`src/rtl/aca_ii_n16_q4_recovery_pkg.sv`:
```
// Shared constants and types for the N=16, Q=4 ACA-II adder with error recovery.
// Holds the window geometry, the controller state encoding and the result type.
package aca_ii_n16_q4_recovery_pkg;

  localparam int ACA_N     = 16;
  localparam int ACA_Q     = 4;
  localparam int NUM_WIN   = 7;
  localparam int NUM_FLAGS = NUM_WIN - 1;

  typedef logic [ACA_N:0] res_t;

  typedef enum logic [1:0] {
    ST_IDLE,
    ST_CALC,
    ST_CORR,
    ST_DONE
  } state_e;

  function automatic logic [2:0] count_flags(input logic [NUM_FLAGS-1:0] flags);
    logic [2:0] cnt;
    cnt = '0;
    for (int i = 0; i < NUM_FLAGS; i++) begin
      cnt = cnt + {2'b00, flags[i]};
    end
    return cnt;
  endfunction

endpackage

```
`src/rtl/aca_ii_n16_q4_recovery_window_flags.sv`:
```
// Combinational ACA-II core: approximate sum from overlapping 4-bit windows
// plus one flag per window (1..6) whose truncated carry chain lost a carry.
module aca_ii_window_flags
  import aca_ii_n16_q4_recovery_pkg::*;
(
  input  logic [ACA_N-1:0]     a_i,
  input  logic [ACA_N-1:0]     b_i,
  output res_t                 approx_o,
  output logic [NUM_FLAGS-1:0] flags_o
);

  // Per 2-bit group: generate with zero carry-in, and full propagate.
  logic [NUM_WIN-1:0] grp_g;
  logic [NUM_WIN-1:1] grp_p;
  logic [NUM_WIN-1:1] carry;

  // A window's upper field sees only the carry generated inside its own low
  // pair, which is exactly what a zero-carry-in 4-bit window sum produces.
  assign approx_o[3:0] = a_i[3:0] + b_i[3:0];
  assign approx_o[ACA_N:ACA_N-2] = {1'b0, a_i[ACA_N-1:ACA_N-2]}
                                 + {1'b0, b_i[ACA_N-1:ACA_N-2]}
                                 + {2'b00, grp_g[NUM_WIN-1]};

  for (genvar k = 0; k < NUM_WIN; k++) begin : g_grp
    assign grp_g[k] = (a_i[2*k+1] & b_i[2*k+1])
                    | ((a_i[2*k+1] ^ b_i[2*k+1]) & a_i[2*k] & b_i[2*k]);
  end

  for (genvar k = 1; k < NUM_WIN; k++) begin : g_win
    assign grp_p[k] = &(a_i[2*k+1:2*k] ^ b_i[2*k+1:2*k]);
    if (k == 1) begin : g_first
      assign carry[k] = grp_g[0];
    end else begin : g_chain
      assign carry[k] = grp_g[k-1] | (grp_p[k-1] & carry[k-1]);
    end
    assign flags_o[k-1] = carry[k] & grp_p[k];
    if (k < NUM_WIN - 1) begin : g_field
      assign approx_o[2*k+3:2*k+2] = a_i[2*k+3:2*k+2] + b_i[2*k+3:2*k+2]
                                   + {1'b0, grp_g[k]};
    end
  end

endmodule

```
`src/rtl/aca_ii_n16_q4_recovery.sv`:
```
// ACA-II approximate adder with sequential error recovery: one correction per
// cycle on the lowest flagged window until the exact sum is reached.
module aca_ii_n16_q4_recovery
  import aca_ii_n16_q4_recovery_pkg::*;
#(
  parameter int N = ACA_N,
  parameter int Q = ACA_Q
) (
  input  logic         clk,
  input  logic         rst_n,
  input  logic         in_valid_i,
  output logic         in_ready_o,
  input  logic [N-1:0] in1_i,
  input  logic [N-1:0] in2_i,
  input  logic         approx_only_i,
  output logic         out_valid_o,
  input  logic         out_ready_i,
  output logic [N:0]   res_o,
  output logic [N:0]   approx_o,
  output logic         err_o,
  output logic [2:0]   err_cnt_o
);

  localparam int HALF = Q / 2;

  state_e               state_q, state_d;
  logic [N-1:0]         a_q, a_d, b_q, b_d;
  logic                 ao_q, ao_d;
  res_t                 res_q, res_d, approx_q, approx_d;
  logic [NUM_FLAGS-1:0] flags_q, flags_d, low_flag;
  logic [2:0]           err_cnt_q, err_cnt_d;

  res_t                 win_approx;
  logic [NUM_FLAGS-1:0] win_flags;

  aca_ii_window_flags u_window_flags (
    .a_i      (a_q),
    .b_i      (b_q),
    .approx_o (win_approx),
    .flags_o  (win_flags)
  );

  // Isolate the lowest pending flag (two's-complement trick).
  assign low_flag = flags_q & (~flags_q + NUM_FLAGS'(1));

  always_comb begin
    // NOTE: every variable gets its hold value first so no path infers a latch.
    state_d   = state_q;
    a_d       = a_q;
    b_d       = b_q;
    ao_d      = ao_q;
    res_d     = res_q;
    approx_d  = approx_q;
    flags_d   = flags_q;
    err_cnt_d = err_cnt_q;
    case (state_q)
      ST_IDLE: begin
        if (in_valid_i) begin
          a_d     = in1_i;
          b_d     = in2_i;
          ao_d    = approx_only_i;
          state_d = ST_CALC;
        end
      end
      ST_CALC: begin
        res_d     = win_approx;
        approx_d  = win_approx;
        flags_d   = win_flags;
        err_cnt_d = count_flags(win_flags);
        state_d   = (win_flags == '0 || ao_q) ? ST_DONE : ST_CORR;
      end
      ST_CORR: begin
        // Fields are disjoint, so applying the single one-hot bit is enough.
        for (int k = 1; k < NUM_WIN; k++) begin
          if (low_flag[k-1]) begin
            if (k == NUM_WIN - 1) begin
              res_d[HALF*k+HALF +: 3] = res_q[HALF*k+HALF +: 3] + 3'd1;
            end else begin
              res_d[HALF*k+HALF +: 2] = res_q[HALF*k+HALF +: 2] + 2'd1;
            end
          end
        end
        flags_d = flags_q & ~low_flag;
        if (flags_d == '0) begin
          state_d = ST_DONE;
        end
      end
      ST_DONE: begin
        if (out_ready_i) begin
          state_d = ST_IDLE;
        end
      end
      default: state_d = ST_IDLE;
    endcase
  end

  always_ff @(posedge clk) begin
    // NOTE: all state, including the operand and result registers, is cleared
    // so the outputs read zero straight after reset.
    if (!rst_n) begin
      state_q   <= ST_IDLE;
      a_q       <= '0;
      b_q       <= '0;
      ao_q      <= 1'b0;
      res_q     <= '0;
      approx_q  <= '0;
      flags_q   <= '0;
      err_cnt_q <= '0;
    end else begin
      // NOTE: non-blocking so every register samples pre-edge values.
      state_q   <= state_d;
      a_q       <= a_d;
      b_q       <= b_d;
      ao_q      <= ao_d;
      res_q     <= res_d;
      approx_q  <= approx_d;
      flags_q   <= flags_d;
      err_cnt_q <= err_cnt_d;
    end
  end

  assign in_ready_o  = (state_q == ST_IDLE);
  assign out_valid_o = (state_q == ST_DONE);
  assign res_o       = res_q;
  assign approx_o    = approx_q;
  assign err_o       = (err_cnt_q != '0);
  assign err_cnt_o   = err_cnt_q;

endmodule

```
`config.mk`:
```
export PLATFORM = sky130hd
export DESIGN_NAME = aca_ii_n16_q4_recovery
export DESIGN_NICKNAME = d
export VERILOG_FILES = /design/src/rtl/aca_ii_n16_q4_recovery_pkg.sv /design/src/rtl/aca_ii_n16_q4_recovery_window_flags.sv /design/src/rtl/aca_ii_n16_q4_recovery.sv
export SDC_FILE = /design/constraint.sdc
export NUM_CORES = 1
export LEC_CHECK = 0
export ABC_AREA = 1
export ABC_CLOCK_PERIOD_IN_PS = 3860
export CORE_MARGIN = 1.5
export CORE_UTILIZATION = 43
export DETAILED_ROUTE_END_ITERATION = 6
export GPL_TIMING_DRIVEN = 0
export HOLD_SLACK_MARGIN = 0.05
export PLACE_DENSITY = 0.77
export SETUP_SLACK_MARGIN = 0.2
export SYNTH_ARGS = -nofsm -noshare
export SYNTH_HDL_FRONTEND = slang
export SYNTH_SLANG_ARGS = --single-unit
```
`constraint.sdc`:
```
create_clock -name clk -period 3.86 [get_ports clk]
set_clock_uncertainty 0.1 [all_clocks]
set_input_delay 1.158 -clock clk [delete_from_list [all_inputs] [get_ports clk]]
set_output_delay 1.158 -clock clk [all_outputs]
set_load 0.05 [all_outputs]
```
==> results_tabular.tex, run 1 <==
\begin{tabular}{lr}
\hline
Metric & Value \\
\hline
\multicolumn{2}{l}{\textbf{CTS}} \\
\quad Max clock buf depth & 2 \\
\quad Post-CTS resize count & 0 \\
\quad Number of buffers created by CTS & 9 \\
\quad \# clock sinks & 74 \\
\quad Number of hold-repair buffers added at the cts stage & 0 \\
\quad TritonCTS clock tree & built \\
\quad Clock-pin slew on the worst setup and hold paths & 0.08 ns \\
\quad Buffers inserted during post-CTS setup optimization & 0 \\
\quad Clock tree root buffer cell & clkbuf\_8 \\
\quad Clock latency at the later pin of the worst-skew pair & 0.36 ns \\
\quad H-tree level count & 3 \\
\multicolumn{2}{l}{\textbf{GRT}} \\
\quad Most used routing layer in global routing & met2 \\
\quad First-pass GRT wire length & between 15000 and 20000 um \\
\quad Total track usage & 0.216 \\
\quad Overflow after GRT & 0 \\
\quad Pin count of the biggest net entering global routing & 14 \\
\quad Via count of the first global-routing pass & about 3500 \\
\quad GR met3 Demand/Resource & 0.0439 \\
\quad Met1 track demand over resource & 0.250 \\
\quad Initial antenna violation count & 0 \\
\quad GR Layer Usage met2 & 0.374 \\
\multicolumn{2}{l}{\textbf{STA}} \\
\quad RSZ-0062 raised after global routing & false \\
\quad Final slew viol count & 0 \\
\quad Max\_slew headroom & 0.611 \\
\quad Final setup vio count & 0 \\
\quad Count of endpoints failing hold in the final timing report & 0 \\
\quad Crit path time final & 3.30 ns \\
\quad Total negative setup slack & 0 ns \\
\quad Highest clock frequency the design can meet & 303 MHz \\
\quad Final worst path period share & 0.855 \\
\quad Slew at the pin with the worst max-slew slack & 0.583 ns \\
\multicolumn{2}{l}{\textbf{Floorplan}} \\
\quad Placement row count & 34 \\
\quad Area enclosed by the die boundary & 9470 sq um \\
\quad Floorplan die width & 97.3 um \\
\quad Die outline height & 97.3 um \\
\quad Area of the core & 8680 sq um \\
\quad Initial Util & 0.441 \\
\quad Top-level I/O count & 77 \\
\multicolumn{2}{l}{\textbf{Logic synthesis}} \\
\quad Cells after Synth & 480 \\
\quad Number of synthesized register bits & 74 \\
\quad Count of flip-flops with a built-in enable after synthesis & 0 \\
\quad Unique cell type count in the Yosys netlist & 39 \\
\quad Most used flip-flop cell after synthesis & dfxtp\_1 \\
\quad Post-synth top area cell & dfxtp\_1 \\
\quad Top cells by area in the synthesized netlist & dfxtp\_1 (39\%), o21ai\_0 (8.6\%), nor2\_1 (7.8\%), ha\_1 (6.9\%), fa\_1 (5.8\%) \\
\quad Synth top area share & 0.387 \\
\quad Yosys warnings & 0 \\
\quad Mean area per synthesized cell & $\sim$8 sq um \\
\quad Share of flip-flops with an asynchronous set or reset after synthesis & 0 \\
\quad Nets in the synthesized netlist & 549 \\
\quad Combined area of all synthesized cells & 3820 sq um \\
\quad Share of synthesized area occupied by flip-flops and latches & 0.387 \\
\multicolumn{2}{l}{\textbf{Route}} \\
\quad Via total after detailed routing & $\sim$3500 \\
\quad Initial detailed-routing violation count & 194 \\
\quad Number of search-and-repair iterations in the first detailed-routing pass & 5 \\
\quad Antenna-violating nets left & 0 \\
\quad Post-detailed-route via-to-cell ratio & just over 5 \\
\quad WL final & 9830 um \\
\quad DRC Markers & 0 \\
\quad Routed length per placed instance & 14.5 um \\
\multicolumn{2}{l}{\textbf{Worst setup path}} \\
\quad Critical path endpoint category & register \\
\quad Data arrival time of the worst path & 3.50 ns \\
\quad Kind of critical path & reg -> reg \\
\quad Required @ worst endpoint & $\sim$4.1 ns \\
\quad Startpoint types & register \\
\quad Depth of the worst register-to-register path & 17 \\
\quad Largest driver fanout on the critical path & 3 \\
\multicolumn{2}{l}{\textbf{Worst hold path}} \\
\quad Hold/Removal Path Class & reg -> reg \\
\quad Worst hold path stage count & 2 \\
\multicolumn{2}{l}{\textbf{Finish}} \\
\quad Layout area overhead & 29.7\% \\
\quad Final Util & 0.572 \\
\quad Final-stage net count & $\sim$640 \\
\quad Share of post-route cells with drive strength above 1 & 0.114 \\
\quad Final antenna diode count & 0 \\
\quad Cell Count, Final, Fillers Out & 680 \\
\multicolumn{2}{l}{\textbf{Power}} \\
\quad Maximum resistive drop on vdd & 0.000260 V \\
\quad Power density over the cells & between 800 and 900 nW/um\^{}2 \\
\quad Leakage power total & 2.20 nW \\
\multicolumn{2}{l}{\textbf{Placed design}} \\
\quad HPWL Detailed & 7640 um \\
\quad Routability congestion estimate from global placement & 0.944 \\
\quad Number of instances in the placed design & 664 \\
\quad \# port buffers & between 70 and 80 \\
\multicolumn{2}{l}{\textbf{Job}} \\
\quad Max\_cap viols & 0 \\
\multicolumn{2}{l}{\textbf{Status}} \\
\quad Result of the run & finished, final reports clean \\
\hline
\end{tabular}
-- routing by layer --
layer | routed length (um) | vias up | share of wire
li1 | - | 1729 | -
met1 | 4000 | 1551 | 0.41
met2 | 4760 | 139 | 0.48
met3 | 734 | 33 | 0.075
met4 | 338 | 0 | 0.034
met5 | 0 | - | 0
-- cells in the mapped netlist, types with 6 or more instances --
master / instances
nor2_1: 79
ha_1: 21
o21ai_0: 66
nand2_1: 32
dfxtp_1: 74
fa_1: 11
inv_1: 51
nand2_4: 9
nand3_1: 8
buf_4: 6
clkbuf_1: 17
a21oi_1: 42
inv_2: 16
-- per-stage QoR --
step                hold slack, ns  worst slack (ns)  total power, mW  instance area, sq um
floorplan                    0.330             0.754             2.81                  3820
global placement             0.342             0.637             3.47                  4720
detailed placement           0.344             0.554             3.55                  4720
CTS                          0.355             0.532             4.28                  4960
global route                 0.397             0.353             4.54                  4960
finish                       0.357             0.561             4.28                  4960
-- cell type report --
class / instances / area [sq um]
multi-input combinational: 315 / 1980
clock inverter: 6 / 114
clock buffer: 10 / 128
sequential: 74 / 1480
buffer: 24 / 114
timing repair buffer: 76 / 761
fill: 808 / 3720
inverter: 67 / 251
tap: 108 / 135
-- critical path: stages, from the launching register on --
cell     delay (ns)
dfxtp_1        0.33
ha_1           0.35
nand2_1        0.09
inv_2          0.08
nand2_4        0.07
nand2_4        0.07
nand2_4        0.06
nand2_4        0.06
nand2_4        0.06
nand2_4        0.07
nand2_4        0.06
fa_1           0.46
fa_1           0.55
inv_1          0.04
ha_1           0.17
inv_1          0.07
fa_1           0.40
a21oi_1        0.14
-- kinds of logic (layout without fill, tap and decap cells) --
kind of cell,Yosys count,count (layout),share of synthesized area
adders and majority gates,32,32,0.126
AOI/OAI and AO/OA,137,137,0.208
and+or+nand+nor,138,138,0.165
xor gates and xnor gates,8,8,0.0183
DFF,74,74,0.387
buffers and inverters,91,183,0.0955
-- path summary, 6_finish.rpt --
kind                            startpoint           end  slack, ns
worst max register to register      a_q[2]  err_cnt_o[1]       0.56
worst min-delay path                  ao_q          ao_q       0.36
worst min register to register        ao_q          ao_q       0.36
worst max-delay path                a_q[2]  err_cnt_o[1]       0.56
-- report_power, final --
part	leakage [nW]	internal [mW]	total, mW	switching, mW
Clock	0.113	0.432	0.735	0.303
Sequential	0.609	1.03	1.23	0.201
Combinational	1.48	0.773	2.31	1.54
-- state kept, by name, indices dropped and copies added, names as in the netlist --
signal / count
ao_q: 1
state_q: 2
err_cnt_o: 3
flags_q: 6
a_q: 16
res_o: 16
b_q: 16
approx_o: 14
-- cells in the final DEF, fill, tap and decap left out, types with 2 or more instances in the layout --
| master | n |
|---|---|
| a21oi_2 | 2 |
| buf_4 | 6 |
| nand2_1 | 32 |
| clkdlybuf4s50_1 | 76 |
| a221oi_1 | 3 |
| nor2_1 | 79 |
| o211a_1 | 2 |
| dfxtp_1 | 74 |
| a31o_2 | 3 |
| nand3_1 | 8 |
| clkbuf_8 | 9 |
| inv_2 | 16 |
| clkinvlp_4 | 2 |
| a31oi_1 | 3 |
| o21ai_1 | 5 |
| nand2_4 | 9 |
| nand2_2 | 4 |
| o21ai_0 | 66 |
| bufinv_16 | 3 |
| clkbuf_1 | 18 |
| inv_1 | 51 |
| xor2_1 | 3 |
| ha_1 | 21 |
| xnor2_1 | 5 |
| o31ai_1 | 2 |
| fa_1 | 11 |
| a21oi_1 | 42 |
(Power assumes the default switching activity.)
==> run 2, diff against run 1 <==
CTS_CLUSTER_DIAMETER = 200   (was unset)
GPL_TIMING_DRIVEN = unset   (was 0)
==> run 2 against run 1 <==
Wire length shrank 14%. Register-to-register slack improved by 0.04 ns. Via count fell by 5.8%. Fmax grew 1.3%. Sequential share of layout area up 0.67 points. Core utilization down 1.3 points. First-iteration DRC count shrank 12%. Die area stayed put. Final area fell by 2.2%. Sequential power is essentially flat. Hold slack improved by 0.019 ns. Final cell count is 3.1% lower. Largest power group unchanged.
==> results_tabular.tex, run 2 (synthesis gave the netlist of run 1 again) <==
\begin{tabular}{lr}
\hline
Metric & Value \\
\hline
\multicolumn{2}{l}{\textbf{STA}} \\
\quad RSZ-0062 raised after global routing & false \\
\quad Total negative setup slack & 0 ns (unchanged) \\
\quad Highest clock frequency the design can meet & 307 MHz (+1.3\%) \\
\quad Slew at the pin with the worst max-slew slack & 0.653 ns (+0.0706 ns) \\
\quad Final slew viol count & 0 (unchanged) \\
\quad Final worst path period share & 0.843 (-0.0112) \\
\quad Count of endpoints failing hold in the final timing report & 0 (unchanged) \\
\quad Max\_slew headroom & 0.564 (-0.0475) \\
\quad Final setup vio count & 0 (unchanged) \\
\quad Crit path time final & 3.26 ns (-0.0433 ns) \\
\multicolumn{2}{l}{\textbf{Worst setup path}} \\
\quad Startpoint types & register \\
\quad Required @ worst endpoint & 4.05 ns (about the same) \\
\quad Largest driver fanout on the critical path & 3 (unchanged) \\
\quad Data arrival time of the worst path & 3.44 ns (-0.06 ns) \\
\quad Critical path endpoint category & register \\
\quad Kind of critical path & reg -> reg \\
\multicolumn{2}{l}{\textbf{Floorplan}} \\
\quad Floorplan die width & 97.3 um (unchanged) \\
\quad Placement row count & 34 (unchanged) \\
\quad Initial Util & 0.441 (unchanged) \\
\quad Area enclosed by the die boundary & 9470 sq um (unchanged) \\
\quad Top-level I/O count & 77 (unchanged) \\
\quad Area of the core & 8680 sq um (unchanged) \\
\quad Die outline height & 97.3 um (unchanged) \\
\multicolumn{2}{l}{\textbf{Job}} \\
\quad Max\_cap viols & 0 (unchanged) \\
\multicolumn{2}{l}{\textbf{Power}} \\
\quad Internal power & 2.13 mW (-4.7\%) \\
\quad Leakage power total & 2.15 nW (-2.2\%) \\
\quad Power density over the cells & 843 nW/um\^{}2 (-2.2\%) \\
\quad Sequential power share & 0.298 (+0.011) \\
\quad Net load switching power & 1.96 mW (-4.0\%) \\
\quad Share of total power consumed by net switching & 0.480 (+0.00186) \\
\quad Part of the power in the clock network & 0.159 (-0.013) \\
\quad Part of the power in combinational logic & 0.543 (+0.002) \\
\quad Maximum resistive drop on vdd & 0.000240 V (-7.5\%) \\
\multicolumn{2}{l}{\textbf{GRT}} \\
\quad Via count of the first global-routing pass & 3143 (-9.2\%) \\
\quad Initial antenna violation count & 0 (unchanged) \\
\quad Pin count of the biggest net entering global routing & 45 (+31) \\
\quad Overflow after GRT & 0 (unchanged) \\
\quad Total track usage & 0.182 (-0.0340) \\
\quad First-pass GRT wire length & 14000 um (-13\%) \\
\multicolumn{2}{l}{\textbf{Placed design}} \\
\quad HPWL Detailed & 6380 um (-16\%) \\
\quad Cell Area, Placed & 4640 sq um (-1.8\%) \\
\quad Routability congestion estimate from global placement & 0.880 (-6.8\%) \\
\quad \# port buffers & 76 (unchanged) \\
\multicolumn{2}{l}{\textbf{Route}} \\
\quad Antenna-violating nets left & 0 (unchanged) \\
\quad Via total after detailed routing & 3253 (-5.8\%) \\
\quad Routed length per placed instance & 12.8 um (-12\%) \\
\quad Number of search-and-repair iterations in the first detailed-routing pass & 4 (-1) \\
\quad Initial detailed-routing violation count & 171 (-12\%) \\
\quad DRC Markers & 0 (unchanged) \\
\quad Post-detailed-route via-to-cell ratio & 4.94 (-2.8\%) \\
\quad WL final & 8420 um (-14\%) \\
\multicolumn{2}{l}{\textbf{CTS}} \\
\quad Post-CTS resize count & 0 (unchanged) \\
\quad TritonCTS clock tree & built \\
\quad \# clock sinks & 74 (unchanged) \\
\quad Number of buffers created by CTS & 9 (unchanged) \\
\quad Clock latency at the later pin of the worst-skew pair & 0.35 ns (about the same) \\
\quad Buffers inserted during post-CTS setup optimization & 0 (unchanged) \\
\quad H-tree level count & 3 (unchanged) \\
\quad Number of hold-repair buffers added at the cts stage & 0 (unchanged) \\
\quad Clock tree root buffer cell & clkbuf\_8 \\
\quad Clock-pin slew on the worst setup and hold paths & 0.08 ns (about the same) \\
\quad Max clock buf depth & 2 (unchanged) \\
\multicolumn{2}{l}{\textbf{Worst hold path}} \\
\quad Hold/Removal Path Class & reg -> reg \\
\multicolumn{2}{l}{\textbf{Finish}} \\
\quad Final-stage net count & 616 (-3.1\%) \\
\quad Most common library cell in the layout ignoring fill and taps & nor2\_1 \\
\quad Final instance area & 4850 sq um (-2.2\%) \\
\quad Fill cell instance count of the final layout & 804 (-0.50\%) \\
\quad Share of post-route cells with drive strength above 1 & 0.113 (-0.00111) \\
\quad Final antenna diode count & 0 (unchanged) \\
\quad Layout area overhead & 26.9\% \\
\quad Commonest cells after routing, fill and taps aside & nor2\_1 (79), clkdlybuf4s50\_1 (76), dfxtp\_1 (74), o21ai\_0 (66), inv\_1 (51) \\
\multicolumn{2}{l}{\textbf{Status}} \\
\quad Result of the run & finished, final reports clean \\
\hline
\end{tabular}
-- run 2: area by class of cell --
class | instances | area (sq um) | area share
Timing Repair Buffer | 80 | 791 | 0.163
Tap cell | 108 | 135 | 0.0278
Clock inverter | 6 | 92.6 | 0.0191
Multi-Input combinational cell | 315 | 1980 | 0.408
Sequential cell | 74 | 1480 | 0.305
Clock buffer | 9 | 124 | 0.0255
Inverter | 67 | 251 | 0.0518
-- run 2: worst paths after layout --
check / from / endpoint / slack (ns) / cells past startpoint
worst max register to register: b_q[1] / err_cnt_o[1] / 0.60 / 17
worst max-delay path: b_q[1] / err_cnt_o[1] / 0.60 / 17
worst min-delay path: ao_q / ao_q / 0.38 / 2
worst min register to register: ao_q / ao_q / 0.38 / 2
-- run 2: stage by stage --
step,hold slack (ns),total power [mW],utilization,setup slack [ns],instances
after global routing,0.405,4.35,0.559,0.430,659
final,0.375,4.09,0.559,0.604,659
after detailed placement,0.369,3.46,0.534,0.606,644
after floorplan,0.330,2.81,-,0.754,480
after CTS,0.383,4.11,0.559,0.592,659
after global placement,0.342,3.41,0.534,0.691,644
-- run 2: critical path: stages, from the launching register on --
cell	delay, ns
dfxtp_1	0.32
ha_1	0.30
nand3_1	0.09
nand2_2	0.09
nand2_4	0.07
nand2_4	0.07
nand2_4	0.06
nand2_4	0.06
nand2_4	0.05
nand2_4	0.07
nand2_4	0.06
fa_1	0.46
fa_1	0.55
inv_1	0.04
ha_1	0.16
inv_1	0.06
fa_1	0.40
a21oi_1	0.14
-- run 2: power groups by stage --
stage / Sequential [mW] / Combinational, mW / Clock [mW]
floorplan: 1.72 / 1.09 / 0
global placement: 1.23 / 2.18 / 0
detailed placement: 1.24 / 2.22 / 0
CTS: 1.22 / 2.23 / 0.660
global route: 1.26 / 2.40 / 0.693
finish: 1.22 / 2.22 / 0.650
-- run 2: layer usage --
metal  track usage  wire length (um)  part of all wire  up-vias
met5             0                 0                 0        -
met4        0.0945               257             0.031        0
met3        0.0288               323             0.038       20
met2         0.303              3920              0.47       78
met1         0.227              3920              0.47     1471
li1              -                 -                 -     1684
